$ cat config.mk
export PLATFORM = sky130hd
export DESIGN_NAME = reg_writeback_flat
export DESIGN_NICKNAME = d
export VERILOG_FILES = /design/src/rtl/mips_pkg.sv /design/src/rtl/reg_writeback_if.sv /design/src/rtl/wb_fifo.sv /design/src/rtl/reg_writeback.sv /design/src/flat_wrapper.sv
export SDC_FILE = /design/constraint.sdc
export NUM_CORES = 1
export LEC_CHECK = 0
export ABC_CLOCK_PERIOD_IN_PS = 6500
export CORE_UTILIZATION = 50
export DETAILED_ROUTE_END_ITERATION = 12
export GPL_TIMING_DRIVEN = 0
export HOLD_SLACK_MARGIN = 0.08
export PLACE_DENSITY_LB_ADDON = 0.05
export SLEW_MARGIN = 20
export SYNTH_ARGS = -nofsm -noshare
export SYNTH_HDL_FRONTEND = slang
export SYNTH_SLANG_ARGS = --single-unit
$ cat constraint.sdc
create_clock -name CLK -period 6.5 [get_ports CLK]
set_clock_uncertainty 0.2 [all_clocks]
set_input_delay 0.65 -clock CLK [delete_from_list [all_inputs] [get_ports CLK]]
set_output_delay 0.65 -clock CLK [all_outputs]
set_load 0.05 [all_outputs]
$ cat src/rtl/mips_pkg.sv
// Shared types and widths for the MIPS register-file write side.
package mips_pkg;
  localparam int DATA_W = 32;
  localparam int AW     = 5;
  localparam logic [AW-1:0] REG_ZERO = 5'd0;

  typedef struct packed {
    logic [AW-1:0]     addr;
    logic [DATA_W-1:0] data;
    logic              live;
  } wb_entry_t;
endpackage

$ cat src/rtl/reg_writeback_if.sv
// Bus between the execute/decode stages and the register-file write front end.
interface reg_writeback_if #(
  parameter int PTR_W = 2
);
  import mips_pkg::*;

  // Handshake: the ALU result has no ready and is taken whenever ALU_VALID is high.
  // A load transfers on any rising CLK where LD_VALID & LD_RDY; while LD_VALID is high
  // and LD_RDY is low the source must hold LD_ADDR/LD_DATA stable.
  logic              ALU_VALID;
  logic [AW-1:0]     ALU_ADDR;
  logic [DATA_W-1:0] ALU_DATA;
  logic              LD_VALID;
  logic              LD_RDY;
  logic [AW-1:0]     LD_ADDR;
  logic [DATA_W-1:0] LD_DATA;
  logic [AW-1:0]     R_Addr_A;
  logic [AW-1:0]     R_Addr_B;
  logic              HAZ_A;
  logic              HAZ_B;
  logic [AW-1:0]     W_Addr;
  logic [DATA_W-1:0] W_Data;
  logic              WE;
  logic [PTR_W:0]    COUNT;

  modport master (
    output ALU_VALID, ALU_ADDR, ALU_DATA, LD_VALID, LD_ADDR, LD_DATA, R_Addr_A, R_Addr_B,
    input  LD_RDY, HAZ_A, HAZ_B, W_Addr, W_Data, WE, COUNT
  );

  modport slave (
    input  ALU_VALID, ALU_ADDR, ALU_DATA, LD_VALID, LD_ADDR, LD_DATA, R_Addr_A, R_Addr_B,
    output LD_RDY, HAZ_A, HAZ_B, W_Addr, W_Data, WE, COUNT
  );
endinterface

$ cat src/rtl/wb_fifo.sv
// Circular buffer of pending load results with per-address kill and live-match queries.
module wb_fifo
  import mips_pkg::*;
#(
  parameter int DEPTH = 4,
  parameter int PTR_W = 2
) (
  input  logic             clk,
  input  logic             rst,
  input  logic             push,
  input  wb_entry_t        push_entry,
  input  logic             pop,
  input  logic             kill_en,
  input  logic [AW-1:0]    kill_addr,
  input  logic [AW-1:0]    q_addr_a,
  input  logic [AW-1:0]    q_addr_b,
  output wb_entry_t        head,
  output logic [PTR_W:0]   count,
  output logic [DEPTH-1:0] match_a,
  output logic [DEPTH-1:0] match_b
);
  wb_entry_t        mem [DEPTH];
  logic [PTR_W-1:0] rd_ptr;
  logic [PTR_W-1:0] wr_ptr;

  // Popped slots drop their live bit, so live implies occupied and the match
  // vectors need no occupancy mask.
  always_ff @(posedge clk or posedge rst) begin
    if (rst) begin
      rd_ptr <= '0;
      wr_ptr <= '0;
      count  <= '0;
      for (int i = 0; i < DEPTH; i++) mem[i] <= '0;
    end else begin
      for (int i = 0; i < DEPTH; i++) begin
        if (kill_en && mem[i].addr == kill_addr) mem[i].live <= 1'b0;
      end
      if (pop) begin
        mem[rd_ptr].live <= 1'b0;
        rd_ptr           <= rd_ptr + 1'b1;
      end
      if (push) begin
        mem[wr_ptr] <= push_entry;
        wr_ptr      <= wr_ptr + 1'b1;
      end
      case ({push, pop})
        2'b10:   count <= count + 1'b1;
        2'b01:   count <= count - 1'b1;
        default: count <= count;
      endcase
    end
  end

  assign head = mem[rd_ptr];

  always_comb begin
    match_a = '0;
    match_b = '0;
    for (int i = 0; i < DEPTH; i++) begin
      match_a[i] = mem[i].live && (mem[i].addr == q_addr_a);
      match_b[i] = mem[i].live && (mem[i].addr == q_addr_b);
    end
  end
endmodule

$ cat src/rtl/reg_writeback.sv
// Merges ALU and load results onto the single register-file write port and
// reports read-port hazards against writes still in flight.
module reg_writeback
  import mips_pkg::*;
#(
  parameter int DEPTH = 4,
  parameter int PTR_W = 2
) (
  input logic           CLK,
  input logic           RST,
  reg_writeback_if.slave bus
);
  wb_entry_t         head;
  wb_entry_t         push_entry;
  logic [PTR_W:0]    count;
  logic [DEPTH-1:0]  match_a;
  logic [DEPTH-1:0]  match_b;
  logic              full;
  logic              empty;
  logic              kill_en;
  logic              ld_accept;
  logic              pop;
  logic [AW-1:0]     w_addr;
  logic [DATA_W-1:0] w_data;
  logic              we;

  assign full      = (count == (PTR_W+1)'(DEPTH));
  assign empty     = (count == '0);
  assign kill_en   = bus.ALU_VALID && (bus.ALU_ADDR != REG_ZERO);
  assign ld_accept = bus.LD_VALID && !full;
  assign pop       = !bus.ALU_VALID && !empty;

  // The ALU result is younger than a load arriving in the same cycle, so such a load is born dead.
  assign push_entry = '{addr: bus.LD_ADDR,
                        data: bus.LD_DATA,
                        live: !(kill_en && bus.LD_ADDR == bus.ALU_ADDR)};

  wb_fifo #(.DEPTH(DEPTH), .PTR_W(PTR_W)) u_fifo (
    .clk        (CLK),
    .rst        (RST),
    .push       (ld_accept),
    .push_entry (push_entry),
    .pop        (pop),
    .kill_en    (kill_en),
    .kill_addr  (bus.ALU_ADDR),
    .q_addr_a   (bus.R_Addr_A),
    .q_addr_b   (bus.R_Addr_B),
    .head       (head),
    .count      (count),
    .match_a    (match_a),
    .match_b    (match_b)
  );

  always_ff @(posedge CLK or posedge RST) begin
    if (RST) begin
      w_addr <= '0;
      w_data <= '0;
      we     <= 1'b0;
    end else if (bus.ALU_VALID) begin
      w_addr <= bus.ALU_ADDR;
      w_data <= bus.ALU_DATA;
      we     <= (bus.ALU_ADDR != REG_ZERO);
    end else if (pop) begin
      w_addr <= head.addr;
      w_data <= head.data;
      we     <= head.live && (head.addr != REG_ZERO);
    end else begin
      we     <= 1'b0;
    end
  end

  assign bus.W_Addr = w_addr;
  assign bus.W_Data = w_data;
  assign bus.WE     = we;
  assign bus.LD_RDY = !full;
  assign bus.COUNT  = count;

  assign bus.HAZ_A = (bus.R_Addr_A != REG_ZERO) &&
                     ((|match_a) || (we && w_addr == bus.R_Addr_A));
  assign bus.HAZ_B = (bus.R_Addr_B != REG_ZERO) &&
                     ((|match_b) || (we && w_addr == bus.R_Addr_B));
endmodule

$ cat src/flat_wrapper.sv
// flat-port wrapper written by rule: the top's interface ports become plain ports
module reg_writeback_flat import mips_pkg::*;
#(
  parameter int DEPTH = 4,
  parameter int PTR_W = 2
)
  (CLK, RST, bus_ALU_VALID, bus_ALU_ADDR, bus_ALU_DATA, bus_LD_VALID, bus_LD_ADDR, bus_LD_DATA, bus_R_Addr_A, bus_R_Addr_B, bus_LD_RDY, bus_HAZ_A, bus_HAZ_B, bus_W_Addr, bus_W_Data, bus_WE, bus_COUNT);
  reg_writeback_if #(.PTR_W(PTR_W)) bus_i ();
  input logic CLK;
  input logic RST;
  input wire logic [$bits(bus_i.ALU_VALID)-1:0] bus_ALU_VALID;
  input wire logic [$bits(bus_i.ALU_ADDR)-1:0] bus_ALU_ADDR;
  input wire logic [$bits(bus_i.ALU_DATA)-1:0] bus_ALU_DATA;
  input wire logic [$bits(bus_i.LD_VALID)-1:0] bus_LD_VALID;
  input wire logic [$bits(bus_i.LD_ADDR)-1:0] bus_LD_ADDR;
  input wire logic [$bits(bus_i.LD_DATA)-1:0] bus_LD_DATA;
  input wire logic [$bits(bus_i.R_Addr_A)-1:0] bus_R_Addr_A;
  input wire logic [$bits(bus_i.R_Addr_B)-1:0] bus_R_Addr_B;
  output wire logic [$bits(bus_i.LD_RDY)-1:0] bus_LD_RDY;
  output wire logic [$bits(bus_i.HAZ_A)-1:0] bus_HAZ_A;
  output wire logic [$bits(bus_i.HAZ_B)-1:0] bus_HAZ_B;
  output wire logic [$bits(bus_i.W_Addr)-1:0] bus_W_Addr;
  output wire logic [$bits(bus_i.W_Data)-1:0] bus_W_Data;
  output wire logic [$bits(bus_i.WE)-1:0] bus_WE;
  output wire logic [$bits(bus_i.COUNT)-1:0] bus_COUNT;
  assign bus_i.ALU_VALID = bus_ALU_VALID;
  assign bus_i.ALU_ADDR = bus_ALU_ADDR;
  assign bus_i.ALU_DATA = bus_ALU_DATA;
  assign bus_i.LD_VALID = bus_LD_VALID;
  assign bus_i.LD_ADDR = bus_LD_ADDR;
  assign bus_i.LD_DATA = bus_LD_DATA;
  assign bus_i.R_Addr_A = bus_R_Addr_A;
  assign bus_i.R_Addr_B = bus_R_Addr_B;
  assign bus_LD_RDY = bus_i.LD_RDY;
  assign bus_HAZ_A = bus_i.HAZ_A;
  assign bus_HAZ_B = bus_i.HAZ_B;
  assign bus_W_Addr = bus_i.W_Addr;
  assign bus_W_Data = bus_i.W_Data;
  assign bus_WE = bus_i.WE;
  assign bus_COUNT = bus_i.COUNT;
  reg_writeback #(.DEPTH(DEPTH), .PTR_W(PTR_W)) u_core (.CLK(CLK), .RST(RST), .bus(bus_i));
endmodule
==> Word-level counts from Yosys, hierarchy flattened <==
Cells that the tools add are included.
{ "totals": {"rom_bits": 0, "mem_bits_rw": 0, "input_bits": 88, "output_inout_bits": 44, "reg_bits": 197, "wordCells": 106, "mem_count": 0, "latchBits": 0} }
{ "op_classes": {"n_lt_le_gt_ge": 4, "n_eq_ne": 18, "n_shift": 0, "bitwise": 2, "div": 0, "addsub": 4, "mul": 0, "mux": 22, "n_reduce_logical": 38} }
{ "ops": {"columns": ["op", "n"], "rows": [
  ["bitwise mux 152 bit", 2],
  ["2-to-1 mux 152 bit", 2],
  ["demux 38 bit (select 2 bit)", 2],
  ["2-to-1 mux 38 bit", 3],
  ["binary-select mux 38 bit (select 2 bit)", 1],
  ["== test 5 bit", 15],
  ["2-to-1 mux 32 bit", 2],
  ["logical AND 1 bit", 23],
  ["nonzero test 5 bit", 4],
  ["2-to-1 mux 5 bit", 2],
  ["OR reduction 4 bit", 2],
  ["2-to-1 mux 1 bit", 7],
  [">= comparator 3 bit, second input constant", 2],
  ["less-than comparator 3 x 1 -> 1 bit, second input constant", 2],
  ["NOT 2 -> 3 bit", 2],
  ["case mux 3 bit (2 select lines)", 1],
  ["adder 2 x 1 -> 2 bit, second input constant", 2],
  ["logical NOT 1 bit", 4],
  ["nonzero test 2 bit", 2],
  ["adder 3 x 1 -> 3 bit, second input constant", 1],
  ["== test 3 bit, second input constant", 1],
  ["logical NOT 3 bit", 1],
  ["subtractor 3 x 1 -> 3 bit, second input constant", 1],
  ["== test 2 x 1 -> 1 bit, second input constant", 1],
  ["2 further kinds", 3]
]} }

==> Logic depth before layout (Yosys ltp) <==
{ "depth": {"depth_word": 9, "ltp_mapped": 9, "mapped_depth_nobuf": 9} }

==> Hierarchy <==
A second synthesis with hierarchy kept.
{ "unflattened": {"cells_unflattened": 701, "area_unflattened_um2": 9801.9} }
{ "modules_own_cells": {"columns": ["mod", "area_each_um2", "n_inst", "cells_each"], "rows": [
  ["wb_fifo", 7778.7, 1, 503],
  ["reg_writeback", 2023.2, 1, 198]
]} }

==> Least setup slack after synthesis <==
Ideal clock, no wire load.
{ "synth_timing": {"path_type": "input -> output", "startpoint": "input bus_R_Addr_A[3]", "endpoint": "output bus_HAZ_A", "cell_stages": 6, "t_arrival_ps": 1902, "slack_ps": 3748, "cell_sequence": "clkbuf_1 -> xor2_1 -> nor4_1 -> nand3_1 -> nand3_1 -> o22a_1"} }
{ "synth_between": {"elab_chain_cells": 5, "word_cells_on_any_way": 14, "cone_classes": "eq/ne: 5; reduce/logical: 9"} }
{ "synth_lines": {"columns": ["element", "line", "rtl"], "rows": [
  ["start: declaration", "flat_wrapper.sv:17", "input wire logic [$bits(bus_i.R_Addr_A)-1:0] bus_R_Addr_A;"],
  ["== test 5 bit", "wb_fifo.sv:60", "match_a[i] = mem[i].live && (mem[i].addr == q_addr_a);"],
  ["logical AND 1 bit", "wb_fifo.sv:60", null],
  ["OR reduction 4 bit", "reg_writeback.sv:79", "((|match_a) || (we && w_addr == bus.R_Addr_A));"],
  ["logical OR 1 bit", "reg_writeback.sv:79", null],
  ["logical AND 1 bit (*)", "reg_writeback.sv:78", "assign bus.HAZ_A = (bus.R_Addr_A != REG_ZERO) &&"],
  ["end: declaration", "flat_wrapper.sv:20", "output wire logic [$bits(bus_i.HAZ_A)-1:0] bus_HAZ_A;"]
]} }
Every way passes the cells marked *; elsewhere a longest branch is shown, timed or not.

==> Worst setup path after layout <==
{ "layout_timing": {"startpoint": "input bus_R_Addr_B[3]", "endpoint": "output bus_HAZ_B"} }
{ "layout_between": {"elab_chain_cells": 5, "word_cells_on_any_way": 14, "cone_classes": "eq/ne: 5; reduce/logical: 9"} }
{ "layout_lines": {"columns": ["element", "line", "rtl"], "rows": [
  ["start: declaration", "flat_wrapper.sv:18", "input wire logic [$bits(bus_i.R_Addr_B)-1:0] bus_R_Addr_B;"],
  ["== test 5 bit", "wb_fifo.sv:61", "match_b[i] = mem[i].live && (mem[i].addr == q_addr_b);"],
  ["logical AND 1 bit", "wb_fifo.sv:61", null],
  ["OR reduction 4 bit", "reg_writeback.sv:81", "((|match_b) || (we && w_addr == bus.R_Addr_B));"],
  ["logical OR 1 bit", "reg_writeback.sv:81", null],
  ["logical AND 1 bit (*)", "reg_writeback.sv:80", "assign bus.HAZ_B = (bus.R_Addr_B != REG_ZERO) &&"],
  ["end: declaration", "flat_wrapper.sv:21", "output wire logic [$bits(bus_i.HAZ_B)-1:0] bus_HAZ_B;"]
]} }
Marked as above.

==> flow_summary.json <==
{
  "worstMarginPinSlew_ns": 0.843,
  "die_area_um2": 19800,
  "ys_seq_area_frac": 0.511,
  "hold_depth": 2,
  "cp_max_fo": 6,
  "instances_no_fill": 1119,
  "drc_errors": 0,
  "area_delta_synth_final_pct": 22.1,
  "port_buffers": 116,
  "reg2reg_to": "u_core.u_fifo.count[2]",
  "overflow": 0,
  "slew_headroom": 0.438,
  "finalMaxSlewViolations": 0,
  "p_comb_frac": 0.448,
  "cts.clk_slew.worst_paths_ns": 0.08,
  "gp_congestion": 0.896,
  "setup_violations": 0,
  "busiest_layer": "met2",
  "hold_viol": 0,
  "syn_avg_cell_area_um2": 13.6,
  "status": "complete, no violations",
  "drtIter0Drc": 360,
  "syn_area_um2": 9640,
  "p_sw_mw": 2.38,
  "wl_per_cell_um": 20.4,
  "hp-class": "reg -> reg",
  "num_antenna_cells": 0,
  "ctsResizeCount": 0,
  "firstDrtPassIters": 4,
  "start_util": 0.512,
  "timing.final.crit_share": 0.539,
  "startpoint_type": "input pin",
  "via_per_inst": 5.56,
  "grt_pass1_wl_um": 37100,
  "vdd.ir_drop.worst_mv": 0.262,
  "htreeDepth": 4,
  "finalSetupTns_ns": 0,
  "r2r_cells": 9,
  "critPathKind": "in -> out",
  "slowest_stage": "clkdlybuf4s50_1",
  "p_sw_frac": 0.388,
  "antenna_found_initial": 0,
  "max_stage_delay_ns": 0.80,
  "intPower_mw": 3.75,
  "fmax_mhz": 286,
  "grt_max_degree": 108,
  "hold_end": "u_core.bus.W_Data[11]",
  "drv_cap": 0,
  "timing.rr.start": "u_core.u_fifo.count[2]",
  "syn_nets": 808,
  "pwr-share-seq": 0.381,
  "yosys_warnings": 0,
  "core_um2": 18800,
  "grt_pass1_vias": 6761,
  "cts.hold.buffers_added": 0,
  "synthCells": 710,
  "grt.met3_usage": 0.0404,
  "post-dp-hpwl_um": 16500,
  "p_leak_nw": 4.93,
  "clkSinkCount": 197,
  "crit_required_ns": 5.65,
  "track_usage": 0.247,
  "vias": 6218,
  "ys_ff_latch": 197,
  "ys_types": 30,
  "gr-usage-met2": 0.417,
  "cts_tree": "built",
  "post_cts_buffers": 0,
  "clk_latency_ns": 0.44,
  "min_from": "u_core.bus.W_Data[11]",
  "worstPathCellList": "clkbuf_1 -> xor2_1 -> nor4_1 -> nand3_1 -> nand2_1 -> o22a_1 -> clkdlybuf4s50_1",
  "antenna_left": 0,
  "setup.worst_path.end_class": "output pin",
  "grt_setup_unrepaired": "false",
  "grtUsageMet1": 0.329,
  "post-place-cells": 1087,
  "powerDensity_nw_per_um2": 521,
  "layout_min_cycle_time_ns": 3.50,
  "pin_count": 132,
  "fill_cells": 1468,
  "drive_above_1_share": 0.247,
  "dieHeight_um": 141,
  "dieWidth_um": 141,
  "clock_path_buffers": 2,
  "clkPwrFrac": 0.171,
  "clockRootBuffer": "clkbuf_16",
  "reg2reg_slack_ns": 3.78,
  "routed_wirelength_um": 22800,
  "cts_made_buffers": 17,
  "row_count": 50,
  "cp.arrival_ns": 2.65,
  "nNetsFinal": 944
}
## synth_stat cells
master,number,area (um^2)
dfrtp_1,197,4930
mux2_2,125,1410
xor2_1,56,490
nand2_1,46,173
o21ai_0,37,185
mux2i_1,33,330
clkbuf_1,31,116
mux4_2,31,698
xnor2_1,24,210
mux2_1,23,259
nand3_1,17,85.1
buf_2,16,80.1
inv_1,14,52.6
nor4_1,12,75.1
ha_1,9,113
mux4_1,7,184
a222oi_1,5,50.1
nor3_1,5,25.0
o2111ai_1,4,35.0
buf_1,3,11.3
nor2_1,3,11.3
or4_1,3,22.5
o22a_1,2,17.5
a21boi_2,1,11.3
buf_6,1,11.3
fa_1,1,20.0
o211ai_2,1,12.5
o21ai_1,1,5.00
o21ai_2,1,8.76
or4_4,1,11.3
## kinds of logic after synthesis
family	Yosys count	share of synthesized area
mux	219	0.299
flops	197	0.511
simple gates	87	0.0418
xor+xnor	80	0.0727
buf+inv	65	0.0282
compound gates	52	0.0337
fa+ha+maj	10	0.0138
## state kept, by name, summed over array words and instances, names as in the netlist
name	flops
u_core.u_fifo.mem	152
u_core.bus.W_Data	32
u_core.bus.W_Addr	5
u_core.u_fifo.count	3
u_core.u_fifo.rd_ptr	2
u_core.u_fifo.wr_ptr	2
u_core.bus.WE	1
## worst max-delay path by stage
| stage | slack [ns] | from | to | depth (start not counted) |
|---|---|---|---|---|
| 5_1_grt | 2.90 | bus_R_Addr_A[3] | bus_HAZ_A | 7 |
| 3_3_place_gp | -1.85 | RST | u_core.u_fifo.mem[122] | 2 |
| 2_1_floorplan | 0.28 | RST | u_core.bus.WE | 1 |
| 4_1_cts | 3.02 | bus_R_Addr_B[3] | bus_HAZ_B | 7 |
| 3_5_place_dp | 3.02 | bus_R_Addr_B[3] | bus_HAZ_B | 7 |
| 6_report | 3.00 | bus_R_Addr_B[3] | bus_HAZ_B | 7 |
## layout make-up
| class | count | area, um^2 | area share |
|---|---|---|---|
| Buffer | 51 | 219 | 0.0186 |
| Tap cell | 260 | 325 | 0.0276 |
| Clock buffer | 18 | 439 | 0.0373 |
| Sequential cell | 197 | 4930 | 0.419 |
| Clock inverter | 14 | 160 | 0.0136 |
| Timing Repair Buffer | 117 | 1190 | 0.101 |
| Inverter | 14 | 60.1 | 0.00510 |
| Multi-Input combinational cell | 448 | 4450 | 0.378 |
## stage by stage
step	power (mW)	setup slack, ns	utilization	cell area (um^2)	hold WS [ns]
global route	6.48	2.90	0.625	11800	0.312
global placement	4.99	-1.85	0.591	11100	0.260
floorplan	4.26	0.281	-	9640	0.256
detailed placement	5.13	3.02	0.593	11200	0.270
CTS	6.19	3.02	0.625	11800	0.287
finish	6.13	3.00	0.625	11800	0.281
## placed cells by master, fill, tap and decap left out, drive strengths merged, types with 5 or more instances in the layout
cell type and n:
o21ai 39, clkbuf 49, clkdlybuf4s50 116, nand2 46, mux2i 33, ha 9, mux4 38, nand3 17
xnor2 24, a222oi 5, nor4 12, buf 21, mux2 148, dfrtp 197, inv 22, nor3 5
xor2 56
## worst max-delay path, delay by kind of cell
family,cells,cell delay [ns]
and+or+nand+nor,3,0.56
AOI/OAI and AO/OA,1,0.14
xor gates and xnor gates,1,0.13
buffers and inverters,2,1.17
## metal layers
metal	vias to the layer above	part of all wire	wire length, um
met4	0	0.011	257
met2	144	0.50	11500
met1	3214	0.45	10200
met5	-	0	0
li1	2836	-	-
met3	24	0.041	939
## power by group through the flow
stage          Combinational, mW  Clock (mW)  Sequential (mW)
6_report                    2.75        1.05             2.33
3_3_place_gp                2.70           0             2.29
3_5_place_dp                2.77           0             2.35
5_1_grt                     2.95        1.12             2.42
4_1_cts                     2.78        1.07             2.33
2_1_floorplan               1.62           0             2.64
(Power assumes the default switching activity.)
